==> src/rtl/instr_encoder_pkg.sv <==
// Shared opcode constants, instruction formats and packing helpers for the instruction encoder.
package instr_encoder_pkg;

    localparam logic [3:0] OpAdd = 4'd0;
    localparam logic [3:0] OpSub = 4'd1;
    localparam logic [3:0] OpAnd = 4'd2;
    localparam logic [3:0] OpOr  = 4'd3;
    localparam logic [3:0] OpXor = 4'd4;
    localparam logic [3:0] OpShl = 4'd5;
    localparam logic [3:0] OpShr = 4'd6;
    localparam logic [3:0] OpCmp = 4'd7;
    localparam logic [3:0] OpLi  = 4'd8;
    localparam logic [3:0] OpMul = 4'd9;
    localparam logic [3:0] OpDiv = 4'd10;
    localparam logic [3:0] OpBiz = 4'd11;
    localparam logic [3:0] OpBnz = 4'd12;
    localparam logic [3:0] OpLd  = 4'd13;
    localparam logic [3:0] OpSt  = 4'd14;
    localparam logic [3:0] OpJr  = 4'd15;

    typedef enum logic [1:0] {FmtR, FmtI, FmtB, FmtJ} fmt_e;

    typedef enum logic [1:0] {StIdle, StLoad, StDrain, StDone} state_e;

    function automatic fmt_e op_format(input logic [3:0] op);
        fmt_e fmt;
        unique case (op)
            OpLi, OpLd, OpSt: fmt = FmtI;
            OpBiz, OpBnz:     fmt = FmtB;
            OpJr:             fmt = FmtJ;
            default:          fmt = FmtR;
        endcase
        return fmt;
    endfunction

    // Fields a format does not consume are dropped, so the word never carries stray bits.
    function automatic logic [15:0] pack_word(input logic [3:0] op, input logic [3:0] dr,
                                              input logic [3:0] sa, input logic [3:0] sb,
                                              input logic [7:0] imm);
        logic [15:0] word;
        unique case (op_format(op))
            FmtI:    word = {op, dr, imm};
            FmtB:    word = {op, sa, imm};
            FmtJ:    word = {op, dr, sa, 4'h0};
            default: word = {op, dr, sa, sb};
        endcase
        return word;
    endfunction

    function automatic logic unused_nonzero(input logic [3:0] op, input logic [3:0] dr,
                                            input logic [3:0] sa, input logic [3:0] sb,
                                            input logic [7:0] imm);
        logic bad;
        unique case (op_format(op))
            FmtI:    bad = (sa != 4'h0) || (sb != 4'h0);
            FmtB:    bad = (dr != 4'h0) || (sb != 4'h0);
            FmtJ:    bad = (sb != 4'h0) || (imm != 8'h00);
            default: bad = (imm != 8'h00);
        endcase
        return bad;
    endfunction

endpackage

==> src/rtl/instr_encoder_fifo.sv <==
// Synchronous word FIFO with flush; pointers carry an extra wrap bit to tell full from empty.
module enc_fifo #(
    parameter int unsigned DEPTH = 4,
    parameter int unsigned WIDTH = 16
) (
    input  logic             clk,
    input  logic             rst_n,
    input  logic             flush,
    input  logic             push,
    input  logic             pop,
    input  logic [WIDTH-1:0] wdata,
    output logic [WIDTH-1:0] rdata,
    output logic             full,
    output logic             empty
);

    localparam int unsigned PtrW = $clog2(DEPTH);
    localparam logic [PtrW:0] PtrOne = (PtrW + 1)'(1);

    logic [WIDTH-1:0] mem [DEPTH];
    logic [PtrW:0]    wr_ptr_q, wr_ptr_d;
    logic [PtrW:0]    rd_ptr_q, rd_ptr_d;
    logic             push_en, pop_en;

    assign empty   = (wr_ptr_q == rd_ptr_q);
    assign full    = (wr_ptr_q[PtrW] != rd_ptr_q[PtrW]) &&
                     (wr_ptr_q[PtrW-1:0] == rd_ptr_q[PtrW-1:0]);
    assign push_en = push && !full;
    assign pop_en  = pop && !empty;
    assign rdata   = mem[rd_ptr_q[PtrW-1:0]];

    always_comb begin
        wr_ptr_d = wr_ptr_q;
        rd_ptr_d = rd_ptr_q;
        if (flush) begin
            wr_ptr_d = '0;
            rd_ptr_d = '0;
        end else begin
            if (push_en) wr_ptr_d = wr_ptr_q + PtrOne;
            if (pop_en)  rd_ptr_d = rd_ptr_q + PtrOne;
        end
    end

    always_ff @(posedge clk or negedge rst_n) begin
        if (!rst_n) begin
            wr_ptr_q <= '0;
            rd_ptr_q <= '0;
        end else begin
            wr_ptr_q <= wr_ptr_d;
            rd_ptr_q <= rd_ptr_d;
        end
    end

    always_ff @(posedge clk) begin
        if (push_en && !flush) mem[wr_ptr_q[PtrW-1:0]] <= wdata;
    end

endmodule

==> src/rtl/instr_encoder.sv <==
// Packs instruction fields into 16-bit words and streams them to instruction memory.
// Define ENC_STRICT_EN to reject (and flag via err) words with nonzero unused fields.
module instr_encoder
    import instr_encoder_pkg::*;
#(
    parameter int unsigned DEPTH     = 4,
    parameter int unsigned ADDR_W    = 8,
    parameter int unsigned BASE_ADDR = 0
) (
    input  logic              clk,
    input  logic              rst_n,
    input  logic              start,
    input  logic              in_valid,
    output logic              in_ready,
    input  logic [3:0]        opcode,
    input  logic [3:0]        dr,
    input  logic [3:0]        sa,
    input  logic [3:0]        sb,
    input  logic [7:0]        immediate,
    input  logic              in_last,
    output logic              mem_we,
    input  logic              mem_ready,
    output logic [ADDR_W-1:0] mem_addr,
    output logic [15:0]       mem_wdata,
    output logic              done,
    output logic              err,
    output logic              ovf,
    output logic [ADDR_W:0]   word_count
);

    localparam logic [ADDR_W-1:0] BaseAddr = ADDR_W'(BASE_ADDR);
    localparam logic [ADDR_W-1:0] AddrMax  = '1;
    localparam logic [ADDR_W-1:0] AddrOne  = ADDR_W'(1);
    localparam logic [ADDR_W:0]   CountOne = (ADDR_W + 1)'(1);

    state_e            state_q, state_d;
    logic [ADDR_W-1:0] mem_addr_q, mem_addr_d;
    logic [ADDR_W:0]   word_count_q, word_count_d;
    logic              err_q, err_d;
    logic              ovf_q, ovf_d;

    logic        accept, push, err_set, wr_done;
    logic        fifo_full, fifo_empty;
    logic [15:0] fifo_rdata, packed_word;

    assign packed_word = pack_word(opcode, dr, sa, sb, immediate);
    assign in_ready    = (state_q == StLoad) && !fifo_full && !start;
    assign accept      = in_valid && in_ready;

`ifdef ENC_STRICT_EN
    logic bad_fields;
    assign bad_fields = unused_nonzero(opcode, dr, sa, sb, immediate);
    assign push       = accept && !bad_fields;
    assign err_set    = accept && bad_fields;
`else
    assign push       = accept;
    assign err_set    = 1'b0;
`endif

    // Output is driven straight off FIFO occupancy, so an async reset drops mem_we immediately.
    assign mem_we     = !fifo_empty && !start;
    assign mem_wdata  = fifo_empty ? 16'h0000 : fifo_rdata;
    assign wr_done    = mem_we && mem_ready;
    assign mem_addr   = mem_addr_q;
    assign word_count = word_count_q;
    assign err        = err_q;
    assign ovf        = ovf_q;
    assign done       = (state_q == StDone);

    enc_fifo #(
        .DEPTH (DEPTH),
        .WIDTH (16)
    ) u_fifo (
        .clk   (clk),
        .rst_n (rst_n),
        .flush (start),
        .push  (push),
        .pop   (wr_done),
        .wdata (packed_word),
        .rdata (fifo_rdata),
        .full  (fifo_full),
        .empty (fifo_empty)
    );

    always_comb begin
        state_d = state_q;
        if (start) begin
            state_d = StLoad;
        end else begin
            unique case (state_q)
                StIdle:  state_d = StIdle;
                StLoad:  if (accept && in_last) state_d = StDrain;
                StDrain: if (fifo_empty) state_d = StDone;
                StDone:  state_d = StDone;
                default: state_d = StIdle;
            endcase
        end
    end

    always_comb begin
        mem_addr_d   = mem_addr_q;
        word_count_d = word_count_q;
        err_d        = err_q;
        ovf_d        = ovf_q;
        if (start) begin
            mem_addr_d   = BaseAddr;
            word_count_d = '0;
            err_d        = 1'b0;
            ovf_d        = 1'b0;
        end else begin
            if (wr_done) begin
                mem_addr_d   = mem_addr_q + AddrOne;
                word_count_d = word_count_q + CountOne;
                if (mem_addr_q == AddrMax) ovf_d = 1'b1;
            end
            if (err_set) err_d = 1'b1;
        end
    end

    always_ff @(posedge clk or negedge rst_n) begin
        if (!rst_n) begin
            state_q      <= StIdle;
            mem_addr_q   <= BaseAddr;
            word_count_q <= '0;
            err_q        <= 1'b0;
            ovf_q        <= 1'b0;
        end else begin
            state_q      <= state_d;
            mem_addr_q   <= mem_addr_d;
            word_count_q <= word_count_d;
            err_q        <= err_d;
            ovf_q        <= ovf_d;
        end
    end

endmodule

==> config.mk <==
export PLATFORM = sky130hd
export DESIGN_NAME = instr_encoder
export DESIGN_NICKNAME = d
export VERILOG_FILES = /design/src/rtl/instr_encoder_pkg.sv /design/src/rtl/instr_encoder_fifo.sv /design/src/rtl/instr_encoder.sv
export SDC_FILE = /design/constraint.sdc
export NUM_CORES = 1
export LEC_CHECK = 0
export CORE_ASPECT_RATIO = 1.1
export CORE_MARGIN = 1
export CORE_UTILIZATION = 54
export DETAILED_ROUTE_END_ITERATION = 8
export PLACE_DENSITY_LB_ADDON = 0.1
export SLEW_MARGIN = 20
export SYNTH_ARGS = -nofsm -noshare
export SYNTH_HDL_FRONTEND = slang
export SYNTH_HIERARCHICAL = 1
export SYNTH_SLANG_ARGS = --single-unit
==> constraint.sdc <==
create_clock -name clk -period 3.7 [get_ports clk]
set_clock_uncertainty 0.15 [all_clocks]
set_input_delay 0.74 -clock clk [delete_from_list [all_inputs] [get_ports clk]]
set_output_delay 0.74 -clock clk [all_outputs]
set_load 0.02 [all_outputs]
==> qor.csv <==
metric,value,unit
status,"finished, violations left",
failing checks,DRC,
# DRC,1,
clock slew at reported path FFs,0.09,ns
Syn Nets,361,
critical path's slowest cell,clkdlybuf4s50_1,
Top delay family on crit path,buffers and inverters,
Adder-Cell Fraction of Synth Area,1.994,%
CP arrival,2.56,ns
core area,7913,sq um
final instance area,5401,sq um
"Hold Violations, Final",0,
Synth top area share,43.76,%
initial antenna violation count,0,
xor/xnor cell area share of the yosys netlist,2.707,%
Mapped Area,4392,sq um
top cells by instance count after synthesis,"edfxtp_1, dfrtp_1, a21oi_1, nor2b_1, mux4_2",
first-pass GRT wire length,13.23,mm
DP Area,5211,sq um
Mean Syn Cell Area,13.55,sq um
largest family of logic cells by synthesized area,simple AND/OR/NAND/NOR gates,
hold buffer count at cts,0,
pin slew with the least headroom to its limit,0.6181,ns
ys async rst share,28.89,%
routability cong.,0.8049,
largest net degree at the start of global routing,31,
Max-slew headroom,58.67,%
die area,8498,sq um
post-synthesis sequential area ratio,58.58,%
Post-Synth Simple-Gate Area,14.19,%
Layout fillers,608,
worst stage delay on the critical path,0.55,ns
setup repair after global routing missed its margin,no,
Pwr Density,413.0,nW/um^2
Final Core Density,68.26,%
period utilization,93.14,%
layout cells sized above 1,17.91,%
mux contribution to synthesized area,10.26,%
post-synthesis register bit count,90,
First-pass DRT Iterations,7,
IO buf count,66,
CTS buffer count,9,
maximum clock insertion buffer count,2,
CP Data Required Time,2.81,ns
Die Wd,87.99,um
vias in the first global route,2736,
Pleak,1.816,nW
global route overflow,0,
CTS sink count,90,
post-cts sizing count,0,
startpoint class of the critical path,flop,
setup slack after layout,0.2540,ns
synth warn,6,
Post-CTS Setup Bufs,0,
FP Rows,34,
routed vias/inst,5.665,
VDD IR max,214.8,uV
Place WS,0.3364,ns
Max Freq,0.2902,GHz
clk_lat worst skew,0.34,ns
Post-synth top flop,edfxtp_1,
cell with the most instances after synthesis,edfxtp_1,
crit path kind,reg2out,
I/O Pins,68,
worst-path fanout max,14,
clock root cell,clkbuf_8,
Hold Path Class,reg2reg,
"EDFF count, synth",64,
WL/cell,16.77,um
iteration-0 DRC count of the detailed router,138,
Synth area leaders,"edfxtp_1, dfrtp_1, mux4_2",
dpl cells,495,
NumNets Final,435,
post-synthesis compound-gate area fraction,9.117,%
kind of end point of the critical path,primary output,
final wirelength,8.553,mm
detailed-route via count,2889,
final slew viol count,0,
crit-path cells,"xnor2_2, nand2_1, nor2_1, buf_4, nor2b_1, clkdlybuf4s50_1",
Cell variety after synth,50,
Synth Instances,324,
CTS tree,yes,
H-tree depth,3,
synthesis-to-finish area growth,22.99,%
gr usage total,21.36,%
Final min period,3.446,ns
Starting Density,55.50,%
Final Non-Filler Cells,510,
TNS Setup,0,ns
cell taking the most area after synthesis,edfxtp_1,
max-cap viol count,0,
count of final setup violators,0,
Antenna Cells,0,
Buf/Inv on CP,2,
"antenna viol nets, final",0,
Die H,96.59,um
HPWL Detailed,6.132,mm
report_power, final:
| part | internal (mW) | switching [mW] |
|---|---|---|
| logic | 0.219 | 0.239 |
| registers | 1.11 | 0.0159 |
| clock network | 0.311 | 0.338 |
sequential cells by signal, summed over array words and instances, names as in the netlist:
name / flops
u_fifo/mem: 64
word_count: 9
mem_addr: 8
u_fifo/rd_ptr_q: 3
u_fifo/wr_ptr_q: 3
state_q: 2
ovf: 1
final timing paths:
path | slack (ns) | start | to | depth (start not counted)
min in group asynchronous | 0.62 | rst_n | u_fifo/wr_ptr_q[2]$_DFFE_PN0P_ | 2
setup / recovery | 0.25 | u_fifo/wr_ptr_q[0]$_DFFE_PN0P_ | mem_wdata[4] | 6
hold reg to reg | 0.37 | ovf$_DFFE_PN0P_ | ovf$_DFFE_PN0P_ | 2
max in group asynchronous | 2.52 | rst_n | mem_addr[0]$_DFFE_PN0P_ | 2
hold / removal | 0.37 | ovf$_DFFE_PN0P_ | ovf$_DFFE_PN0P_ | 2
setup reg to reg | 0.62 | u_fifo/wr_ptr_q[0]$_DFFE_PN0P_ | u_fifo/mem[0][0]$_DFFE_PP_ | 9
cell type report:
type | instances | area [sq um] | share of cell area [%]
repair buffers | 81 | 785.8 | 14.55
clock inverters | 6 | 66.31 | 1.228
multi-input cells | 207 | 1684 | 31.18
well taps | 108 | 135.1 | 2.502
clock buffers | 9 | 123.9 | 2.293
inverters | 9 | 33.78 | 0.6254
flip-flops and latches | 90 | 2572 | 47.63
worst min-delay path: stages (launching register included):
cell     delay [ns]
dfrtp_1        0.39
inv_1          0.05
a21oi_1        0.05
kinds of logic (layout without fill, tap and decap cells):
kind of cell               count (synthesis)  count (layout)
DFF                                       90              90
other                                      1               1
xor gates and xnor gates                  11              11
muxes                                     24              24
adders and majority gates                  7               7
buffers and inverters                     27             105
and+or+nand+nor                          102             102
AOI/OAI and AO/OA                         62              62
stage by stage:
step / power, mW / hold slack (ns)
2_1_floorplan: 1.420 / 0.2944
3_3_place_gp: 1.603 / 0.3491
3_5_place_dp: 1.607 / 0.3596
4_1_cts: 2.251 / 0.3735
5_1_grt: 2.317 / 0.3973
6_report: 2.231 / 0.3727
placed cells by master (no fill, tap or decap), types with 5 or more instances in the layout:
| master | n |
|---|---|
| a211oi_1 | 5 |
| clkdlybuf4s50_1 | 66 |
| a21oi_1 | 21 |
| dfrtp_1 | 26 |
| and2_1 | 6 |
| inv_1 | 9 |
| mux4_2 | 16 |
| o21ai_0 | 9 |
| edfxtp_1 | 64 |
| or3b_2 | 8 |
| o31ai_1 | 5 |
| or4_1 | 7 |
| nor2_1 | 9 |
| buf_4 | 14 |
| nand2_1 | 13 |
| ha_1 | 7 |
| mux2_2 | 8 |
| or3_1 | 6 |
| nor2b_1 | 19 |
| clkbuf_8 | 9 |
| xnor2_1 | 6 |
| nand2b_1 | 6 |
| nand3_1 | 6 |
per-layer routing:
metal,GRT usage (%),wire [um],vias to the layer above
li1,-,-,1385
met1,27.13,3649,1413
met2,36.43,4410,82
met3,3.908,395,9
met4,8.333,97,0
met5,0,0,-
No activity file was read; power rests on OpenSTA's default activity.
